**src/rtl/mem_dma_pkg.sv**
```systemverilog
// Shared definitions for the block-copy DMA engine: FSM state encoding and
// the fixed beat size code used on both request channels.
package mem_dma_pkg;

  typedef enum logic [2:0] {
    IDLE,
    RD_REQ,
    RD_DATA,
    WR_REQ,
    WR_DATA,
    DONE
  } state_t;

  localparam logic [2:0] SIZE_WORD = 3'd2;

endpackage

```
**src/rtl/sync_fifo.sv**
```systemverilog
// Single-clock first-word-fall-through FIFO; dout shows the head whenever
// the FIFO is not empty. DEPTH must be a power of two so pointers wrap freely.
module sync_fifo #(
  parameter int WIDTH = 32,
  parameter int DEPTH = 16
) (
  input  logic             clk,
  input  logic             rst,
  input  logic             push,
  input  logic [WIDTH-1:0] din,
  input  logic             pop,
  output logic [WIDTH-1:0] dout,
  output logic             full,
  output logic             empty
);
  localparam int AW = (DEPTH > 1) ? $clog2(DEPTH) : 1;

  logic [WIDTH-1:0] mem_q [DEPTH];
  logic [AW-1:0]    wr_ptr_q, wr_ptr_d, rd_ptr_q, rd_ptr_d;
  logic [AW:0]      count_q, count_d;
  logic             do_push, do_pop;

  assign full    = (count_q == (AW+1)'(DEPTH));
  assign empty   = (count_q == '0);
  assign dout    = mem_q[rd_ptr_q];
  assign do_push = push && !full;
  assign do_pop  = pop && !empty;

  always_comb begin
    wr_ptr_d = wr_ptr_q;
    rd_ptr_d = rd_ptr_q;
    count_d  = count_q;
    if (do_push) wr_ptr_d = wr_ptr_q + 1'b1;
    if (do_pop)  rd_ptr_d = rd_ptr_q + 1'b1;
    if (do_push && !do_pop)      count_d = count_q + 1'b1;
    else if (do_pop && !do_push) count_d = count_q - 1'b1;
  end

  always_ff @(posedge clk or posedge rst) begin
    if (rst) begin
      wr_ptr_q <= '0;
      rd_ptr_q <= '0;
      count_q  <= '0;
    end else begin
      wr_ptr_q <= wr_ptr_d;
      rd_ptr_q <= rd_ptr_d;
      count_q  <= count_d;
    end
  end

  // Storage carries no reset; only the pointers define what is valid.
  always_ff @(posedge clk) begin
    if (do_push) mem_q[wr_ptr_q] <= din;
  end

endmodule

```
**src/rtl/mem_copy_dma.sv**
```systemverilog
// Block-copy engine: splits a word-count copy into bursts of up to MAX_BURST,
// reads each burst fully into a FIFO, then writes it back out.
module mem_copy_dma
  import mem_dma_pkg::*;
#(
  parameter int AXI_AWIDTH = 32,
  parameter int AXI_DWIDTH = 32,
  parameter int MAX_BURST  = 16,
  parameter int LEN_WIDTH  = 16
) (
  input  logic                  clk,
  input  logic                  rst,
  input  logic                  cmd_valid,
  output logic                  cmd_ready,
  input  logic [AXI_AWIDTH-1:0] cmd_src_addr,
  input  logic [AXI_AWIDTH-1:0] cmd_dst_addr,
  input  logic [LEN_WIDTH-1:0]  cmd_len,
  output logic                  done,
  output logic                  busy,
  output logic                  read_request_valid,
  input  logic                  read_request_ready,
  output logic [AXI_AWIDTH-1:0] read_request_addr,
  output logic [31:0]           read_len,
  output logic [2:0]            read_size,
  input  logic [AXI_DWIDTH-1:0] read_data,
  input  logic                  read_data_valid,
  output logic                  read_data_ready,
  output logic                  write_request_valid,
  input  logic                  write_request_ready,
  output logic [AXI_AWIDTH-1:0] write_request_addr,
  output logic [31:0]           write_len,
  output logic [2:0]            write_size,
  output logic [AXI_DWIDTH-1:0] write_data,
  output logic                  write_data_valid,
  input  logic                  write_data_ready
);
  localparam int                   CW    = $clog2(MAX_BURST) + 1;
  localparam logic [LEN_WIDTH-1:0] MAX_B = LEN_WIDTH'(MAX_BURST);

  state_t                state_q, state_d;
  logic [AXI_AWIDTH-1:0] src_q, src_d, dst_q, dst_d;
  logic [LEN_WIDTH-1:0]  rem_q, rem_d;
  logic [CW-1:0]         cnt_q, cnt_d;
  logic [LEN_WIDTH-1:0]  blen, blen_m1;
  logic [AXI_AWIDTH-1:0] step;
  logic                  last_beat;
  logic                  fifo_push, fifo_pop, fifo_full, fifo_empty;
  logic [AXI_DWIDTH-1:0] fifo_dout;

  // rem only changes at the end of a write burst, so blen is stable per burst.
  assign blen      = (rem_q > MAX_B) ? MAX_B : rem_q;
  assign blen_m1   = blen - LEN_WIDTH'(1);
  assign last_beat = (LEN_WIDTH'(cnt_q) == blen_m1);
  assign step      = AXI_AWIDTH'(blen) << 2;

  assign busy       = (state_q != IDLE);
  assign read_size  = SIZE_WORD;
  assign write_size = SIZE_WORD;

  always_comb begin
    state_d             = state_q;
    src_d               = src_q;
    dst_d               = dst_q;
    rem_d               = rem_q;
    cnt_d               = cnt_q;
    cmd_ready           = 1'b0;
    done                = 1'b0;
    read_request_valid  = 1'b0;
    read_request_addr   = '0;
    read_len            = '0;
    read_data_ready     = 1'b0;
    write_request_valid = 1'b0;
    write_request_addr  = '0;
    write_len           = '0;
    write_data_valid    = 1'b0;
    write_data          = '0;
    fifo_push           = 1'b0;
    fifo_pop            = 1'b0;
    unique case (state_q)
      IDLE: begin
        cmd_ready = 1'b1;
        if (cmd_valid) begin
          src_d   = cmd_src_addr;
          dst_d   = cmd_dst_addr;
          rem_d   = cmd_len;
          state_d = (cmd_len == '0) ? DONE : RD_REQ;
        end
      end
      RD_REQ: begin
        read_request_valid = 1'b1;
        read_request_addr  = src_q;
        read_len           = 32'(blen_m1);
        if (read_request_ready) begin
          cnt_d   = '0;
          state_d = RD_DATA;
        end
      end
      RD_DATA: begin
        read_data_ready = 1'b1;
        fifo_push       = read_data_valid;
        if (read_data_valid) begin
          cnt_d = cnt_q + 1'b1;
          if (last_beat) state_d = WR_REQ;
        end
      end
      WR_REQ: begin
        write_request_valid = 1'b1;
        write_request_addr  = dst_q;
        write_len           = 32'(blen_m1);
        if (write_request_ready) begin
          cnt_d   = '0;
          state_d = WR_DATA;
        end
      end
      WR_DATA: begin
        write_data_valid = !fifo_empty;
        write_data       = fifo_empty ? '0 : fifo_dout;
        fifo_pop         = !fifo_empty && write_data_ready;
        if (fifo_pop) begin
          cnt_d = cnt_q + 1'b1;
          if (last_beat) begin
            src_d   = src_q + step;
            dst_d   = dst_q + step;
            rem_d   = rem_q - blen;
            state_d = (rem_q == blen) ? DONE : RD_REQ;
          end
        end
      end
      DONE: begin
        done    = 1'b1;
        state_d = IDLE;
      end
      default: state_d = IDLE;
    endcase
  end

  always_ff @(posedge clk or posedge rst) begin
    if (rst) begin
      state_q <= IDLE;
      src_q   <= '0;
      dst_q   <= '0;
      rem_q   <= '0;
      cnt_q   <= '0;
    end else begin
      state_q <= state_d;
      src_q   <= src_d;
      dst_q   <= dst_d;
      rem_q   <= rem_d;
      cnt_q   <= cnt_d;
    end
  end

  sync_fifo #(
    .WIDTH(AXI_DWIDTH),
    .DEPTH(MAX_BURST)
  ) u_fifo (
    .clk  (clk),
    .rst  (rst),
    .push (fifo_push),
    .din  (read_data),
    .pop  (fifo_pop),
    .dout (fifo_dout),
    .full (fifo_full),
    .empty(fifo_empty)
  );

  // Leftover words from a previous burst would shift every following beat.
  a_fifo_empty_on_burst: assert property (@(posedge clk) disable iff (rst)
    (state_q == RD_REQ && read_request_ready) |-> fifo_empty);
  a_no_overflow: assert property (@(posedge clk) disable iff (rst)
    fifo_push |-> !fifo_full);

endmodule
```
**config.mk**
```make
export PLATFORM = sky130hd
export DESIGN_NAME = mem_copy_dma
export DESIGN_NICKNAME = d
export VERILOG_FILES = /design/src/rtl/mem_dma_pkg.sv /design/src/rtl/sync_fifo.sv /design/src/rtl/mem_copy_dma.sv
export SDC_FILE = /design/constraint.sdc
export NUM_CORES = 1
export LEC_CHECK = 0
export ABC_AREA = 0
export BUFFER_PORTS_ARGS = -buffer_cell sky130_fd_sc_hd__buf_2
export CORE_MARGIN = 10
export CORE_UTILIZATION = 40
export DETAILED_ROUTE_END_ITERATION = 12
export SETUP_SLACK_MARGIN = 0.4
export SYNTH_ARGS = -nofsm -noshare
export SYNTH_HDL_FRONTEND = slang
export SYNTH_HIERARCHICAL = 1
export SYNTH_SLANG_ARGS = --single-unit
```
**constraint.sdc**
```tcl
create_clock -name clk -period 9 [get_ports clk]
set_input_delay 0.45 -clock clk [delete_from_list [all_inputs] [get_ports clk]]
set_output_delay 0.45 -clock clk [all_outputs]
set_load 0.02 [all_outputs]
```
== Yosys cells after proc, flatten, opt, wreduce, memory -nomap -nowiden ==
Memories as Yosys holds them, arrays and structs flattened.
Cells that the tools add are included.

* Bits in registers: 101
* Memory bits (writable): 512
* Output and inout bits: 173
* Logic and storage cells: 99
* Memories: 1

{| class="wikitable"
|+ Memory list
! memory !! depth !! width !! rd ports !! clocked after memory_dff !! wr ports !! RTL line !! source
|-
| u_fifo.mem_q || 16 || 32 || 1 || 0 || 1 || sync_fifo.sv:18 || <nowiki>logic [WIDTH-1:0] mem_q [DEPTH];</nowiki>
|}

* Add/sub/neg operators: 9
* $lt $le $gt $ge: 1
* Eq/ne operators: 15
* Muxes and demuxes: 46
* Reductions and logical operators: 19

{| class="wikitable"
|+ Operators by type and width
! operator !! count
|-
| 2-to-1 mux 32 bit || 10
|-
| case mux 32 bit (2 select lines) || 2
|-
| 2-to-1 mux 16 bit || 6
|-
| adder 32 x 18 -> 32 bit || 2
|-
| case mux 16 bit (2 select lines) || 1
|-
| 2-to-1 mux 5 bit || 6
|-
| 2-to-1 mux 3 bit || 9
|-
| case mux 5 bit (4 select lines) || 1
|-
| == test 16 bit || 1
|-
| == test 5 x 16 -> 1 bit || 1
|-
| > comparator 16 x 5 -> 1 bit, second input constant || 1
|-
| zero test 16 bit || 1
|-
| subtractor 16 x 1 -> 16 bit, second input constant || 1
|-
| subtractor 16 bit || 1
|-
| case mux 3 bit (5 select lines) || 1
|-
| inequality test 2 bit, second input constant || 7
|-
| adder 5 x 1 -> 5 bit, second input constant || 2
|-
| 2-to-1 mux 1 bit || 10
|-
| adder 4 x 1 -> 4 bit, second input constant || 2
|-
| AND reduction 7 bit || 1
|-
| == test 3 x 2 -> 1 bit, second input constant || 2
|-
| == test 3 bit, second input constant || 2
|-
| == test 5 bit, second input constant || 1
|-
| logical AND 1 bit || 5
|-
| 10 further kinds || 14
|}

== Longest topological paths before layout ==
Gate-level depths: netlist of the first run.

* Depth after elaboration: 8
* Gate-level depth with buffers: 17

== By module ==
The synthesis of the first run kept the hierarchy.

{| class="wikitable"
|+ Modules (own cells, without submodules)
! module !! times used !! cells an instance !! area an instance (µm²) !! seq. area each (µm²)
|-
| sync_fifo || 1 || 1010 || 20385.8 || 15700.1
|-
| mem_copy_dma || 1 || 993 || 7547.2 || 2202.1
|}

== Worst setup path before layout of the first run ==
No wires, ideal clock.

* Path kind: register to register
* Start point: register state_q[2]
* End point: memory u_fifo.mem_q[3][0], enable pin
* Library setup time: 461 ps
* Arrival: 4011 ps
* Data required time: 8539 ps
* Path slack: 4528 ps
* Cell stages (with the launch flop): 8
* Path buffers: 1
* Cell sequence: dfrtp_1 clkbuf_1 or3b_2 inv_1 and2_1 a21boi_2 nand2_1 nor3_1

* Longest elaborated chain between the ends: 5

{| class="wikitable"
|+ Ends and longest elaborated chain
! element !! RTL line !! source
|-
| start, declared || mem_copy_dma.sv:40 || <nowiki>state_t state_q, state_d;</nowiki>
|-
| start signal, assigned || mem_copy_dma.sv:145 || <nowiki>state_q <= state_d;</nowiki>
|-
| == test 3 x 2 -> 1 bit || mem_copy_dma.sv:79 || <nowiki>unique case (state_q)</nowiki>
|-
| 2-to-1 mux 1 bit || mem_copy_dma.sv:79 ||
|-
| via fifo_push || mem_copy_dma.sv:47 || <nowiki>logic fifo_push, fifo_pop, fifo_full, fifo_empty;</nowiki>
|-
| logical AND 1 bit || sync_fifo.sv:26 || <nowiki>assign do_push = push && !full;</nowiki>
|-
| via u_fifo.do_push || sync_fifo.sv:21 || <nowiki>logic do_push, do_pop;</nowiki>
|-
| 2-to-1 mux 1 bit || sync_fifo.sv:53 || <nowiki>if (do_push) mem_q[wr_ptr_q] <= din;</nowiki>
|-
| 2-to-1 mux 1 bit (implied by the code) || sync_fifo.sv:53 ||
|-
| end, declared || sync_fifo.sv:18 ||
|}

The timed path passes the listed nets, and every way through them passes these cells.

== Worst setup path in the final report of the first run ==
* Start point: register rem_q[5]
* End point: register dst_q[26]

* Longest elaborated chain between the ends: 6

{| class="wikitable"
|+ Ends and longest elaborated chain
! element !! RTL line !! source
|-
| start, declared || mem_copy_dma.sv:42 || <nowiki>logic [LEN_WIDTH-1:0] rem_q, rem_d;</nowiki>
|-
| start signal, assigned || mem_copy_dma.sv:148 || <nowiki>rem_q <= rem_d;</nowiki>
|-
| > comparator 16 x 5 -> 1 bit || mem_copy_dma.sv:51 || <nowiki>assign blen = (rem_q > MAX_B) ? MAX_B : rem_q;</nowiki>
|-
| 2-to-1 mux 16 bit * || mem_copy_dma.sv:51 ||
|-
| subtractor 16 x 1 -> 16 bit or adder 32 x 18 -> 32 bit (tied branches) || mem_copy_dma.sv:52, mem_copy_dma.sv:123 ||
|-
| == test 5 x 16 -> 1 bit or 2-to-1 mux 32 bit (tied branches) || mem_copy_dma.sv:53, mem_copy_dma.sv:121 ||
|-
| inequality test 2 bit (no source line) or 2-to-1 mux 32 bit (tied branches) || n/a ||
|-
| AND reduction 4 bit (no source line) or case mux 32 bit (2 select lines) (tied branches) || n/a ||
|-
| end signal, assigned || mem_copy_dma.sv:147 || <nowiki>dst_q <= dst_d;</nowiki>
|-
| end, declared || mem_copy_dma.sv:41 || <nowiki>logic [AXI_AWIDTH-1:0] src_q, src_d, dst_q, dst_d;</nowiki>
|}

Every way passes the cells marked *; elsewhere a longest branch is shown, timed or not. The select of a mux whose other input is x is not followed.
A chain may end at the register's enable or synchronous reset.

==> impl_metrics.sql, run 1 <==
INSERT INTO impl_metrics (metric_group, metric, value, unit) VALUES
('clock_network', 'ctsHtreeMaxLevel', '3', ''),
('setup_path', 'critPathCapture', 'dst_q[26]', ''),
('flow_run', 'timing.max_cap.violations', '0', ''),
('final_layout', 'area_delta_synth_final', '15.64', '%'),
('synthesis', 'post_synth_instance_area', '0.02793', 'mm2'),
('worst_hold_path', 'path_class_of_the_lowest_slack_min_delay_path', 'in -> reg', ''),
('clock_network', 'cts.path.max_buffers', '3', ''),
('clock_network', 'tritoncts', 'built', ''),
('placed_design', 'place.port_buffers', '253', ''),
('setup_path', 'timing.critical_path.to_type', 'flop', ''),
('sta', 'period_share', '53.75', '%'),
('setup_path', 'worstPathCellList', 'or4_1 -> nor3_1 -> and2_1 -> nand2_1 -> fa_1 -> nand2b_1 -> a21oi_1 -> o21ai_0 -> o21ai_0 -> a21oi_1 -> nor2_1 -> a311o_1 -> a21boi_0', ''),
('routing', 'route.detailed.vias_per_inst', '5.519', ''),
('grt', 'grt_usage', '18.54', '%'),
('synthesis', 'syn_inst', '2002', ''),
('placed_design', 'routabilityCongestion', '0.8843', ''),
('setup_path', 'worstReg2RegStart', 'rem_q[5]', ''),
('routing', 'vias', '17960', ''),
('sta', 'hold_violations', '0', ''),
('setup_path', 'worstSetupPathDepth', '13', ''),
('placed_design', 'preCtsSetupSlack', '4205', 'ps'),
('clock_network', 'clk_transition_reported_paths', '60', 'ps'),
('routing', 'drc', '0', ''),
('sta', 'worst_pin_slew', '1024', 'ps'),
('synthesis', 'yosys_warnings', '6', ''),
('floorplan', 'floorplan.die.height', '284.2', 'um'),
('setup_path', 'cp.buffers_inverters', '0', ''),
('clock_network', 'cts_hold_repair.buffers', '2', ''),
('placed_design', 'hpwlAfterDp', '47.82', 'mm'),
('sta', 'final.setup.tns', '0', 'ps'),
('setup_path', 'r2r_cells', '13', ''),
('grt', 'grt_max_degree', '74', ''),
('sta', 'finalSetupViolCount', '0', ''),
('setup_path', 'rrSetupSlack', '4160', 'ps'),
('setup_path', 'cp.required', '9520', 'ps'),
('sta', 'timing_max_transition_violations_final', '0', ''),
('power', 'power.density', '279.8', 'mW/mm2'),
('grt', 'vias_in_the_first_global_route', '18150', ''),
('synthesis', 'syn_avg_cell_area', '13.95', 'um2'),
('power', 'max-vdd-ir-drop', '0.1885', 'mV'),
('final_layout', 'layout_cell_share_with_drive_strength_beyond_1', '21.16', '%'),
('clock_network', 'cts_inserted_buffers', '69', ''),
('clock_network', 'clock_sink_count', '613', ''),
('routing', 'first_iter_violations', '1490', ''),
('setup_path', 'critPathTopFamily', 'simple AND/OR/NAND/NOR gates', ''),
('setup_path', 'critical-path-max-stage-delay', '650', 'ps'),
('setup_path', 'critical_path.startpoint_type', 'flop', ''),
('run_status', 'run_status', 'finished, final reports clean', ''),
('floorplan', 'initial_utilization', '40.51', '%'),
('sta', 'worst_slack', '4162', 'ps'),
('floorplan', 'fp.dieArea', '0.08079', 'mm2'),
('final_layout', 'fin_nets', '2436', ''),
('setup_path', 'worstPathMaxFanout', '10', ''),
('clock_network', 'post-cts-setup-buffers', '0', ''),
('routing', 'wire_per_inst', '23.53', 'um'),
('setup_path', 'critical_path.startpoint', 'rem_q[5]', ''),
('sta', 'clock-skew-final', '45.02', 'ps'),
('clock_network', 'clockRootBuffer', 'clkbuf_16', ''),
('routing', 'antenna_violating_nets_post_route', '0', ''),
('setup_path', 'worst-setup-path-type', 'reg -> reg', ''),
('grt', 'grt_pass1_wl', '115.3', 'mm'),
('grt', 'grt.overflow.total', '0', ''),
('sta', 'post-route-min-period', '4838', 'ps'),
('sta', 'setup_repair_after_global_routing_missed_its_margin', 'false', ''),
('setup_path', 'arrival_time_at_the_worst_endpoint', '5360', 'ps'),
('routing', 'drt-total-wl', '76.57', 'mm'),
('floorplan', 'placeableCoreArea', '0.06895', 'mm2'),
('sta', 'max_freq', '206.7', 'MHz'),
('clock_network', 'cts_resized', '0', ''),
('floorplan', 'floorplan.die.width', '284.2', 'um'),
('sta', 'hold_ws', '43.90', 'ps'),
('setup_path', 'critical_path.slowest_cell', 'or4_1', ''),
('final_layout', 'finalCoreUtilization', '46.84', '%'),
('floorplan', 'floorplan.io_pins', '292', ''),
('sta', 'worst_slew_margin_rel', '31.74', '%'),
('routing', 'drt-pass1-iter-count', '5', ''),
('grt', 'antenna_found_initial', '12', ''),
('power', 'power.leakage', '0.01202', 'uW'),
('clock_network', 'insertion_delay', '610', 'ps'),
('floorplan', 'placementRows', '96', ''),
('setup_path', 'worstReg2RegEnd', 'dst_q[26]', '');
## report_power, final
part	switching (uW)	leakage (uW)	internal, uW
Sequential	349	0.00583	3370
Clock	1120	0.00107	1560
Combinational	1550	0.00512	1090
Total	3010	0.0120	6020
## worst min path at each step
stage                     from                end  slack, ps  cells after the start
2_1_floorplan              rst  u_fifo/count_q[0]        330                      1
3_3_place_gp               rst           cnt_q[1]        450                      2
3_5_place_dp               rst           cnt_q[4]        460                      2
4_1_cts        cmd_dst_addr[1]           dst_q[1]         20                      3
5_1_grt        cmd_dst_addr[0]           dst_q[0]         30                      3
6_report       cmd_dst_addr[0]           dst_q[0]         40                      3
## metal layers
metal	global-route usage (%)	vias up	part of all wire, %
li1	-	8148	-
met1	23.26	8971	41
met2	31.14	696	49
met3	4.412	132	7.2
met4	6.138	12	3.1
met5	0	-	0.091
## stage by stage
stage	cell area (um2)	power, uW	std cells
final	32290	9037	3254
after global routing	32290	9531	3254
after CTS	32290	9103	3251
after detailed placement	30090	6403	3128
after global placement	30090	6337	3128
after floorplan	28150	5701	2061
## flip-flops by register name, indices dropped and copies added, names as in the netlist
register         flops
cnt_q                5
u_fifo/count_q       5
rem_q               16
src_q               32
state_q              3
dst_q               32
u_fifo/wr_ptr_q      4
u_fifo/rd_ptr_q      4
u_fifo/mem_q       512
## area by class of cell
cell class	instances	area (um2)
clock buffer	89	1904
tap	931	1165
inverter	23	87.58
multi-input combinational	1277	9434
sequential	613	17910
clock inverter	32	269.0
fill	6148	36650
antenna	3	7.507
timing repair buffer	286	1519
## cells in the final DEF, fill, tap and decap left out, types with 12 or more instances in the layout
| cell type | count |
|---|---|
| a211oi_1 | 13 |
| a21oi_1 | 77 |
| a221oi_1 | 64 |
| a22oi_1 | 36 |
| and2_1 | 100 |
| buf_2 | 253 |
| buf_4 | 31 |
| clkbuf_1 | 12 |
| clkbuf_16 | 71 |
| clkinv_2 | 12 |
| conb_1 | 61 |
| dfrtp_1 | 99 |
| edfxtp_1 | 512 |
| ha_1 | 44 |
| inv_1 | 21 |
| mux2i_1 | 139 |
| mux4_2 | 62 |
| nand2_1 | 156 |
| nand3_1 | 28 |
| nor2_1 | 117 |
| nor2_4 | 13 |
| nor3_1 | 25 |
| o211ai_1 | 12 |
| o21ai_0 | 113 |
| xnor2_1 | 22 |
| xor2_1 | 16 |
## worst register-to-register path, cell delays in order (launching register included)
cell      delay, ps
dfrtp_1         410
or4_1           650
nor3_1          610
and2_1          300
nand2_1         190
fa_1            470
nand2b_1        180
a21oi_1         220
o21ai_0         180
o21ai_0         500
a21oi_1         400
nor2_1          300
a311o_1         220
a21boi_0        170
(Power assumes the default switching activity.)
==> inputs of run 2 (changes only) <==
- clock period: 9 -> 4.1 ns (I/O delays scaled with it)
==> run 2 against run 1 <==
  * Combinational power increased by 140%
  * Sequential share of layout area decreased by 2.9 points
  * Die area unchanged
==> impl_metrics.sql, run 2 (synthesized netlist as in run 1, its figures left out) <==
INSERT INTO impl_metrics (metric_group, metric, value, unit) VALUES
('routing', 'first_iter_violations', '1356', ''),
('setup_path', 'arrival_time_at_the_worst_endpoint', '4130', 'ps'),
('sta', 'timing_max_transition_violations_final', '0', ''),
('clock_network', 'clk_transition_reported_paths', '60', 'ps'),
('sta', 'max_freq', '275.7', 'MHz'),
('setup_path', 'timing.critical_path.to_type', 'flop', ''),
('routing', 'antenna_violating_nets_post_route', '0', ''),
('final_layout', 'multiInputGateArea', '0.009753', 'mm2'),
('routing', 'vias', '18590', ''),
('setup_path', 'r2r_cells', '13', ''),
('grt', 'grt_usage', '18.43', '%'),
('setup_path', 'rrSetupSlack', '470', 'ps'),
('floorplan', 'fp.dieArea', '0.08079', 'mm2'),
('sta', 'hold_violations', '0', ''),
('sta', 'setup_repair_after_global_routing_missed_its_margin', 'true', ''),
('power', 'power.leakage', '0.01273', 'uW'),
('placed_design', 'hpwlAfterDp', '49.16', 'mm'),
('setup_path', 'worstPathMaxFanout', '6', ''),
('final_layout', 'largest_register_ffs', '512', ''),
('placed_design', 'routabilityCongestion', '0.9109', ''),
('floorplan', 'initial_utilization', '40.51', '%'),
('sta', 'clock-skew-final', '55.89', 'ps'),
('final_layout', 'sequential_cell_area', '0.01791', 'mm2'),
('floorplan', 'placeableCoreArea', '0.06895', 'mm2'),
('routing', 'drt-pass1-iter-count', '5', ''),
('placed_design', 'placed_cells', '3162', ''),
('floorplan', 'floorplan.die.width', '284.2', 'um'),
('final_layout', 'fillerInstances', '5969', ''),
('sta', 'worst_slack', '472.5', 'ps'),
('grt', 'grt_max_degree', '75', ''),
('run_status', 'run_status', 'finished, final reports clean', ''),
('setup_path', 'cp.required', '4600', 'ps'),
('routing', 'route.detailed.vias_per_inst', '5.467', ''),
('floorplan', 'floorplan.die.height', '284.2', 'um'),
('floorplan', 'floorplan.io_pins', '292', ''),
('final_layout', 'area_delta_synth_final', '21.98', '%'),
('flow_run', 'timing.max_cap.violations', '0', ''),
('sta', 'hold_ws', '41.46', 'ps'),
('final_layout', 'most-common-layout-cells', '512 x edfxtp_1, 253 x buf_2, 155 x nand2_1', ''),
('floorplan', 'placementRows', '96', ''),
('final_layout', 'layout.cells.most_common', 'edfxtp_1', ''),
('final_layout', 'fin_nets', '2584', ''),
('clock_network', 'insertion_delay', '620', 'ps'),
('sta', 'post-route-min-period', '3628', 'ps'),
('sta', 'worst_pin_slew', '1168', 'ps'),
('sta', 'worst_slew_margin_rel', '22.14', '%'),
('clock_network', 'cts.path.max_buffers', '3', ''),
('worst_hold_path', 'path_class_of_the_lowest_slack_min_delay_path', 'in -> reg', ''),
('setup_path', 'worstReg2RegStart', 'rem_q[14]', ''),
('placed_design', 'place.port_buffers', '253', ''),
('worst_hold_path', 'holdPathStages', '3', ''),
('grt', 'grt_pass1_wl', '115.9', 'mm'),
('setup_path', 'worst-setup-path-type', 'reg -> reg', ''),
('sta', 'finalSetupViolCount', '0', ''),
('clock_network', 'clockRootBuffer', 'clkbuf_16', ''),
('routing', 'drt-total-wl', '77.28', 'mm'),
('sta', 'final.setup.tns', '0', 'ps'),
('final_layout', 'layout.cells.non_filler', '3400', ''),
('clock_network', 'cts_inserted_buffers', '66', ''),
('setup_path', 'worstReg2RegEnd', 'src_q[31]', ''),
('worst_hold_path', 'hold_path.startpoint', 'cmd_valid', ''),
('grt', 'antenna_found_initial', '4', ''),
('power', 'max-vdd-ir-drop', '0.3436', 'mV'),
('grt', 'vias_in_the_first_global_route', '19050', ''),
('clock_network', 'tritoncts', 'built', ''),
('final_layout', 'regMostFlops', 'u_fifo/mem_q', ''),
('setup_path', 'critical_path.startpoint_type', 'flop', ''),
('grt', 'grt.overflow.total', '0', ''),
('final_layout', 'layout_cell_share_with_drive_strength_beyond_1', '23.27', '%'),
('clock_network', 'clock_sink_count', '613', ''),
('routing', 'wire_per_inst', '22.73', 'um'),
('final_layout', 'largest_registers_ranked_by_flip_flop_count', 'u_fifo/mem_q: 512 flops, dst_q: 32 flops, src_q: 32 flops', ''),
('clock_network', 'ctsHtreeMaxLevel', '3', ''),
('sta', 'period_share', '88.48', '%'),
('placed_design', 'preCtsSetupSlack', '51.16', 'ps'),
('worst_hold_path', 'hold_path_end', 'state_q[2]', ''),
('routing', 'drc', '0', ''),
('power', 'power.density', '595.8', 'mW/mm2');
==> run 2: cell count changes in the layout (fill, tap and decap cells not counted), moves of 7 or more <==
cell / previous run / this run
ha_4: 0 / 7
buf_12: 0 / 11
dlygate4sd3_1: 2 / 100
ha_1: 44 / 37
o21ai_0: 113 / 104
buf_4: 31 / 69
==> run 2: how the worst max path moves through the flow <==
stage	start	to	slack, ps	depth (start not counted)
after floorplan	rem_q[5]	dst_q[31]	410	14
after global placement	rem_q[5]	src_q[22]	190	14
after detailed placement	rem_q[11]	src_q[26]	50	15
after CTS	rem_q[6]	dst_q[18]	390	14
after global routing	rem_q[14]	src_q[31]	320	13
final	rem_q[14]	src_q[31]	470	13
==> run 2: critical path, stage by stage (launching register included) <==
cell and delay, ps:
dfrtp_1 400, or4_4 610, nor3_4 200, and2_4 160
nand2_1 70, buf_4 180, ha_4 190, xor2_1 170
nand2_1 90, nor2_2 170, o211ai_1 140, or3b_4 510
or3_1 390, a32o_1 270
==> run 2: cell type report <==
cell class	count	share of cell area, %
diodes	2	0.01469
well taps	931	3.420
flip-flops and latches	613	52.57
clock buffers	85	5.241
inverters	23	0.2645
repair buffers	435	8.889
clock inverters	32	0.9733
multi-input cells	1279	28.63
==> run 2: where the power goes <==
group	leakage [uW]	switching (uW)	internal [uW]	total, uW
clock network	0.00103	2450	3360	5810
logic	0.00586	3630	2750	6380
registers	0.00583	717	7390	8100
==> run 2: what timing repair did <==
item                                    in CTS  in global routing
setup buffers                                8                  9
hold endpoints to repair                   637                  0
endpoints found under the setup margin      39                 78
resized for setup                           19                 41
hold buffers                               100                  0
gates cloned                                 0                  2
pin swaps                                    9                 22
==> run 2: stage by stage <==
step | power (uW) | area [um2] | util (%)
global route | 21350 | 34070 | 49.41
CTS | 20260 | 33760 | 48.97
floorplan | 12550 | 28200 | -
global placement | 14110 | 30510 | 44.26
finish | 20300 | 34070 | 49.41
detailed placement | 14250 | 30510 | 44.26
==> run 2: routing by layer <==
metal | up-vias | GRT usage [%] | routed length, um
li1 | 8460 | - | -
met1 | 9303 | 21.98 | 30830
met2 | 664 | 31.60 | 38500
met3 | 158 | 4.620 | 5127
met4 | 2 | 7.183 | 2814
met5 | - | 0 | 13
